`config.mk`:
```
export PLATFORM = sky130hd
export DESIGN_NAME = fp_result_collector_flat
export DESIGN_NICKNAME = d
export VERILOG_FILES = /design/src/rtl/fp_result_collector_if.sv /design/src/rtl/fp_result_collector.sv /design/src/flat_wrapper.sv
export SDC_FILE = /design/constraint.sdc
export NUM_CORES = 1
export LEC_CHECK = 0
export ABC_AREA = 1
export CORE_UTILIZATION = 40
export CTS_BUF_LIST = sky130_fd_sc_hd__clkbuf_8 sky130_fd_sc_hd__clkbuf_16
export DETAILED_ROUTE_END_ITERATION = 10
export PLACE_DENSITY = 0.61
export REMOVE_ABC_BUFFERS = 1
export SETUP_SLACK_MARGIN = 0.05
export SLEW_MARGIN = 20
export SYNTH_ARGS = -nofsm -noshare
export SYNTH_HDL_FRONTEND = slang
export SYNTH_SLANG_ARGS = --single-unit
```
`constraint.sdc`:
```
create_clock -name clk -period 4.8 [get_ports clk]
set_clock_uncertainty 0.1 [all_clocks]
set_input_delay 0.72 -clock clk [delete_from_list [all_inputs] [get_ports clk]]
set_output_delay 0.72 -clock clk [all_outputs]
set_load 0.03 [all_outputs]
```
`src/rtl/fp_result_collector_if.sv`:
```
// Handshake and read-port bundle between the multiplier output wrapper, the
// result collector and its downstream consumer.
interface fp_result_collector_if #(
   parameter int DEPTH = 4
);
   localparam int CW = $clog2(DEPTH) + 1;

   logic          resultReady;
   logic [31:0]   OutBus;
   logic          resultAccepted;
   logic          rd_en;
   logic [31:0]   rd_data;
   logic          empty;
   logic          full;
   logic [CW-1:0] count;
   logic          is_zero;
   logic          is_inf;
   logic          is_nan;
   logic          is_denorm;
   logic          underflow_err;
   logic [7:0]    total_results;

   modport master (
      output resultReady, OutBus, rd_en,
      input  resultAccepted, rd_data, empty, full, count,
             is_zero, is_inf, is_nan, is_denorm, underflow_err, total_results
   );

   modport slave (
      input  resultReady, OutBus, rd_en,
      output resultAccepted, rd_data, empty, full, count,
             is_zero, is_inf, is_nan, is_denorm, underflow_err, total_results
   );
endinterface

```
`src/rtl/fp_result_collector.sv`:
```
// Captures multiplier products through a four-phase handshake into a show-ahead
// FIFO and classifies the head entry as zero / inf / NaN / denormal.
module fp_result_collector #(
   parameter int DEPTH = 4
) (
   input logic                 clk,
   input logic                 rst,
   fp_result_collector_if.slave bus
);
   localparam int AW = $clog2(DEPTH);
   localparam int CW = AW + 1;

   typedef enum logic {IDLE, ACK} state_t;

   state_t        stateReg;
   logic          ackReg;
   logic [31:0]   memArray [DEPTH];
   logic [AW-1:0] headPtrReg;
   logic [AW-1:0] tailPtrReg;
   logic [CW-1:0] countReg;
   logic [CW-1:0] countNext;
   logic [31:0]   rdDataReg;
   logic [31:0]   rdDataNext;
   logic          underflowReg;
   logic [7:0]    totalReg;

   logic          emptyNow;
   logic          fullNow;
   logic          capture;
   logic          pop;
   logic [AW-1:0] headPlusOne;

   assign emptyNow    = (countReg == '0);
   assign fullNow     = (countReg == CW'(DEPTH));
   assign capture     = (stateReg == IDLE) && bus.resultReady && !fullNow;
   assign pop         = bus.rd_en && !emptyNow;
   assign headPlusOne = headPtrReg + AW'(1);

   always_comb begin
      countNext = countReg;
      if (capture && !pop)
         countNext = countReg + CW'(1);
      else if (pop && !capture)
         countNext = countReg - CW'(1);
   end

   // Head register tracks what the array head will be after this edge; a
   // product written into an empty (or just-emptied) FIFO bypasses the array.
   always_comb begin
      rdDataNext = rdDataReg;
      if (countNext == '0)
         rdDataNext = '0;
      else if (emptyNow || (pop && countReg == CW'(1)))
         rdDataNext = bus.OutBus;
      else if (pop)
         rdDataNext = memArray[headPlusOne];
   end

   always_ff @(posedge clk) begin
      if (capture)
         memArray[tailPtrReg] <= bus.OutBus;
   end

   always_ff @(posedge clk) begin
      if (rst) begin
         stateReg     <= IDLE;
         ackReg       <= 1'b0;
         headPtrReg   <= '0;
         tailPtrReg   <= '0;
         countReg     <= '0;
         rdDataReg    <= '0;
         underflowReg <= 1'b0;
         totalReg     <= '0;
      end else begin
         case (stateReg)
            IDLE: begin
               if (capture) begin
                  stateReg <= ACK;
                  ackReg   <= 1'b1;
               end
            end
            ACK: begin
               if (!bus.resultReady) begin
                  stateReg <= IDLE;
                  ackReg   <= 1'b0;
               end
            end
            default: begin
               stateReg <= IDLE;
               ackReg   <= 1'b0;
            end
         endcase

         if (capture) begin
            tailPtrReg <= tailPtrReg + AW'(1);
            totalReg   <= totalReg + 8'd1;
         end
         if (pop)
            headPtrReg <= headPlusOne;
         if (bus.rd_en && emptyNow)
            underflowReg <= 1'b1;

         countReg  <= countNext;
         rdDataReg <= rdDataNext;
      end
   end

   logic [7:0]  expField;
   logic [22:0] fracField;

   assign expField  = rdDataReg[30:23];
   assign fracField = rdDataReg[22:0];

   always_comb begin
      bus.is_zero   = 1'b0;
      bus.is_denorm = 1'b0;
      bus.is_inf    = 1'b0;
      bus.is_nan    = 1'b0;
      if (!emptyNow) begin
         bus.is_zero   = (expField == 8'h00) && (fracField == '0);
         bus.is_denorm = (expField == 8'h00) && (fracField != '0);
         bus.is_inf    = (expField == 8'hFF) && (fracField == '0);
         bus.is_nan    = (expField == 8'hFF) && (fracField != '0);
      end
   end

   assign bus.resultAccepted = ackReg;
   assign bus.rd_data        = rdDataReg;
   assign bus.empty          = emptyNow;
   assign bus.full           = fullNow;
   assign bus.count          = countReg;
   assign bus.underflow_err  = underflowReg;
   assign bus.total_results  = totalReg;
endmodule

```
`src/flat_wrapper.sv`:
```
// flat-port wrapper written by rule: the top's interface ports become plain ports
module fp_result_collector_flat 
#(
   parameter int DEPTH = 4
)
  (clk, rst, bus_resultReady, bus_OutBus, bus_rd_en, bus_resultAccepted, bus_rd_data, bus_empty, bus_full, bus_count, bus_is_zero, bus_is_inf, bus_is_nan, bus_is_denorm, bus_underflow_err, bus_total_results);
  fp_result_collector_if #(.DEPTH(DEPTH)) bus_i ();
  input logic clk;
  input logic rst;
  input wire logic [$bits(bus_i.resultReady)-1:0] bus_resultReady;
  input wire logic [$bits(bus_i.OutBus)-1:0] bus_OutBus;
  input wire logic [$bits(bus_i.rd_en)-1:0] bus_rd_en;
  output wire logic [$bits(bus_i.resultAccepted)-1:0] bus_resultAccepted;
  output wire logic [$bits(bus_i.rd_data)-1:0] bus_rd_data;
  output wire logic [$bits(bus_i.empty)-1:0] bus_empty;
  output wire logic [$bits(bus_i.full)-1:0] bus_full;
  output wire logic [$bits(bus_i.count)-1:0] bus_count;
  output wire logic [$bits(bus_i.is_zero)-1:0] bus_is_zero;
  output wire logic [$bits(bus_i.is_inf)-1:0] bus_is_inf;
  output wire logic [$bits(bus_i.is_nan)-1:0] bus_is_nan;
  output wire logic [$bits(bus_i.is_denorm)-1:0] bus_is_denorm;
  output wire logic [$bits(bus_i.underflow_err)-1:0] bus_underflow_err;
  output wire logic [$bits(bus_i.total_results)-1:0] bus_total_results;
  assign bus_i.resultReady = bus_resultReady;
  assign bus_i.OutBus = bus_OutBus;
  assign bus_i.rd_en = bus_rd_en;
  assign bus_resultAccepted = bus_i.resultAccepted;
  assign bus_rd_data = bus_i.rd_data;
  assign bus_empty = bus_i.empty;
  assign bus_full = bus_i.full;
  assign bus_count = bus_i.count;
  assign bus_is_zero = bus_i.is_zero;
  assign bus_is_inf = bus_i.is_inf;
  assign bus_is_nan = bus_i.is_nan;
  assign bus_is_denorm = bus_i.is_denorm;
  assign bus_underflow_err = bus_i.underflow_err;
  assign bus_total_results = bus_i.total_results;
  fp_result_collector #(.DEPTH(DEPTH)) u_core (.clk(clk), .rst(rst), .bus(bus_i));
endmodule
```
==> results.md <==
* I/O pin count at 87
* GRT overflow at 0
* Share of cells above drive strength 1 at 7.41%
* Fillcell total at 1657
* Cell family with most CP delay: simple AND/OR/NAND/NOR gates
* Post CTS Setup Buffer Count at 0
* Highest routed metal layer: met4
* Final antenna-violating net count at 0
* 1st-pass router iterations at 9
* Inserted Diodes at 0
* Min cycle time layout at 3.35 ns
* Final GP Congestion at 0.767
* Final WL at 17400 µm
* Vias in the first global route at 5048
* Port bufs at 86
* Setup violators final at 0
* Main combinational cell family by area after synthesis: simple AND/OR/NAND/NOR gates
* Post-CTS Resized at 0
* Share of the clock period used by the worst path at 69.8%
* RSZ-0062 raised after global routing: no
* Die ar. at 0.0191 mm²
* Proportion of synthesized area in mux cells at 0%
* Worst-Margin Slew at 0.846 ns
* Total design power at 5.27 mW
* Post-DP HPWL at 10400 µm
* XOR/XNOR Fraction of Synth Area at 0.118%
* First-pass GRT wire length at 27400 µm
* Maximum fanout along the worst path at 4
* CP max stage cell: clkdlybuf4s50_1
* Synth warn at 0
* Min-Delay Endpoint: u_core.bus.total_results[7]
* Post-Synth Simple-Gate Area at 20.0%
* Crit-path cells: nor4_1 > nand4_1 > nor2_1 > clkdlybuf4s50_1
* Row cnt at 49
* DRT met1 WL at 8110 µm
* Worst path buffer plus inverter count at 1
* Violated checks: DRC
* Die H at 138 µm
* Util after Layout at 50.7%
* Max-slew violations at 0
* Final hold violation count at 0
* Startpoint types: flop
* Number of max-cap violations at 0
* Hold Path Class: reg2reg
* Starting Density at 41.1%
* FF-to-FF path depth at 12
* Post-synthesis sequential area ratio at 65.1%
* Peak supply drop at 0.306 mV
* H-tree Lvls at 4
* Post-synthesis compound-gate area fraction at 7.10%
* Synth cell types at 25
* Area growth, synth to finish at 23.4%
* Worst relative slew slack at 43.5%
* Clk root buf: clkbuf_16
* Clk pin slew, worst setup/hold paths at 0.06 ns
* TNS Setup at 0 ns
* Status: finished, violations left
* Met3 WL at 1080 µm
* Top FF cell, synth: edfxtp_1
* Hold-fix buffers, CTS at 0
* Syn Area/Cell at 9.90 µm²
* Critical path depth at 4
* Syn Std Cell Area at 0.00744 mm²
* Commonest cells after routing, fill and taps aside: nand2_1, edfxtp_1, clkdlybuf4s50_1
* Clk buf depth at 2
* Met2 WL at 7950 µm
* CTS buffer count at 17
* CTS tree: yes
* Reg2reg setup slack at 1.64 ns
* Post-Synth Adder-Cell Area at 1.51%
* Power density over cell area at 575 mW/mm²
* Critical path class: reg2out
* Fmax at 298 MHz
* # clock sinks at 178
* CP Capture Type: output pin
* Reg-to-Reg Start: u_core.bus.count[0]
* Mapped Cells at 751
* Vias post-DR at 5330
* Core ar. at 0.0181 mm²
* Worst Path Arrival at 2.53 ns
* Max incr delay on CP at 0.70 ns
* Hold path cells at 1
* Initial antenna violation count at 0
* Worst reg2reg path endpoint: u_core.bus.rd_data[19]
* Post-DR wirelength/cell at 16.1 µm
* Post-synth EDFFs at 128
* Commonest non-fill, non-tap cell in the layout: nand2_1
* Async SR Flop Fraction at 0%
* Lkg Pwr at 3.68 nW
* Final #Nets at 882
* Die width at 138 µm
* Largest net degree at the start of global routing at 36
* Worst path required time at 3.98 ns
* # DRC at 14
* Total Routing Usage GR at 18.7%
* Post-DR vias/cell at 4.94
* Synth Register Bits at 178
* DR iter-0 viols at 327
* Worst hold start: u_core.bus.total_results[7]
* Clk_lat worst skew at 0.42 ns
-- metal layers --
metal  vias up  track usage [%]
li1       2664                -
met1      2502             25.3
met2       146             29.2
met3        18             4.95
met4         0             6.09
met5         -                0
-- sequential cells by signal, summed over array words and instances (netlist names) --
name and count:
u_core.memArray 128, u_core.bus.rd_data 32, u_core.bus.total_results 8, u_core.bus.count 3
u_core.headPtrReg 2, u_core.tailPtrReg 2, u_core.bus.resultAccepted 1, u_core.bus.underflow_err 1
u_core.stateReg 1
-- per-stage QoR --
stage,hold slack (ns),cells,setup slack (ns),area (µm²)
floorplan,0.365,719,1.54,7300
global placement,0.349,1045,1.33,8560
detailed placement,0.347,1045,1.25,8560
CTS,0.361,1077,1.42,9130
global route,0.388,1079,1.31,9180
finish,0.355,1079,1.45,9180
-- cells in the mapped netlist (4+ instances only) --
library cell  number  share of area [%]
a22oi_1           34                3.4
nand3_1           44                3.0
o21ai_0           41                2.8
nand2_1          229                 12
clkbuf_1          29                1.5
edfxtp_1         128                 52
nand4_1            7               0.59
or2_2              8               0.67
inv_1             82                4.1
nor4_1             4               0.34
nor2_1            54                2.7
a21oi_1           12               0.81
ha_1               9                1.5
dfxtp_1           50                 13
-- power by group --
group	internal (mW)	switching, mW
combinational	0.674	1.27
clock	0.734	0.593
sequential	1.86	0.143
-- cell families (layout without fill, tap and decap cells) --
kind of cell    count (synthesis)  count (layout)
compound gates                 88              88
xor+xnor                        1               1
fa+ha+maj                       9               9
buf+inv                       116             215
flops                         178             178
simple gates                  359             359
-- worst max path at each step --
stage	from	slack, ns	endpoint
finish	u_core.bus.rd_data[3]	1.45	bus_is_inf
global placement	bus_resultReady	1.33	u_core.memArray[2][13]
global route	u_core.bus.count[0]	1.31	bus_is_zero
detailed placement	bus_resultReady	1.25	u_core.bus.rd_data[2]
CTS	u_core.bus.rd_data[3]	1.42	bus_is_inf
floorplan	u_core.bus.count[0]	1.54	u_core.memArray[0][0]
-- layout make-up --
type / instances / area (µm²) / area share, %
sequential: 178 / 4850 / 52.8
multi-input combinational: 457 / 2170 / 23.6
timing repair buffer: 99 / 991 / 10.8
clock buffer: 18 / 439 / 4.79
inverter: 84 / 315 / 3.44
tap: 229 / 287 / 3.12
clock inverter: 14 / 131 / 1.43
No activity file was read; power rests on OpenSTA's default activity.
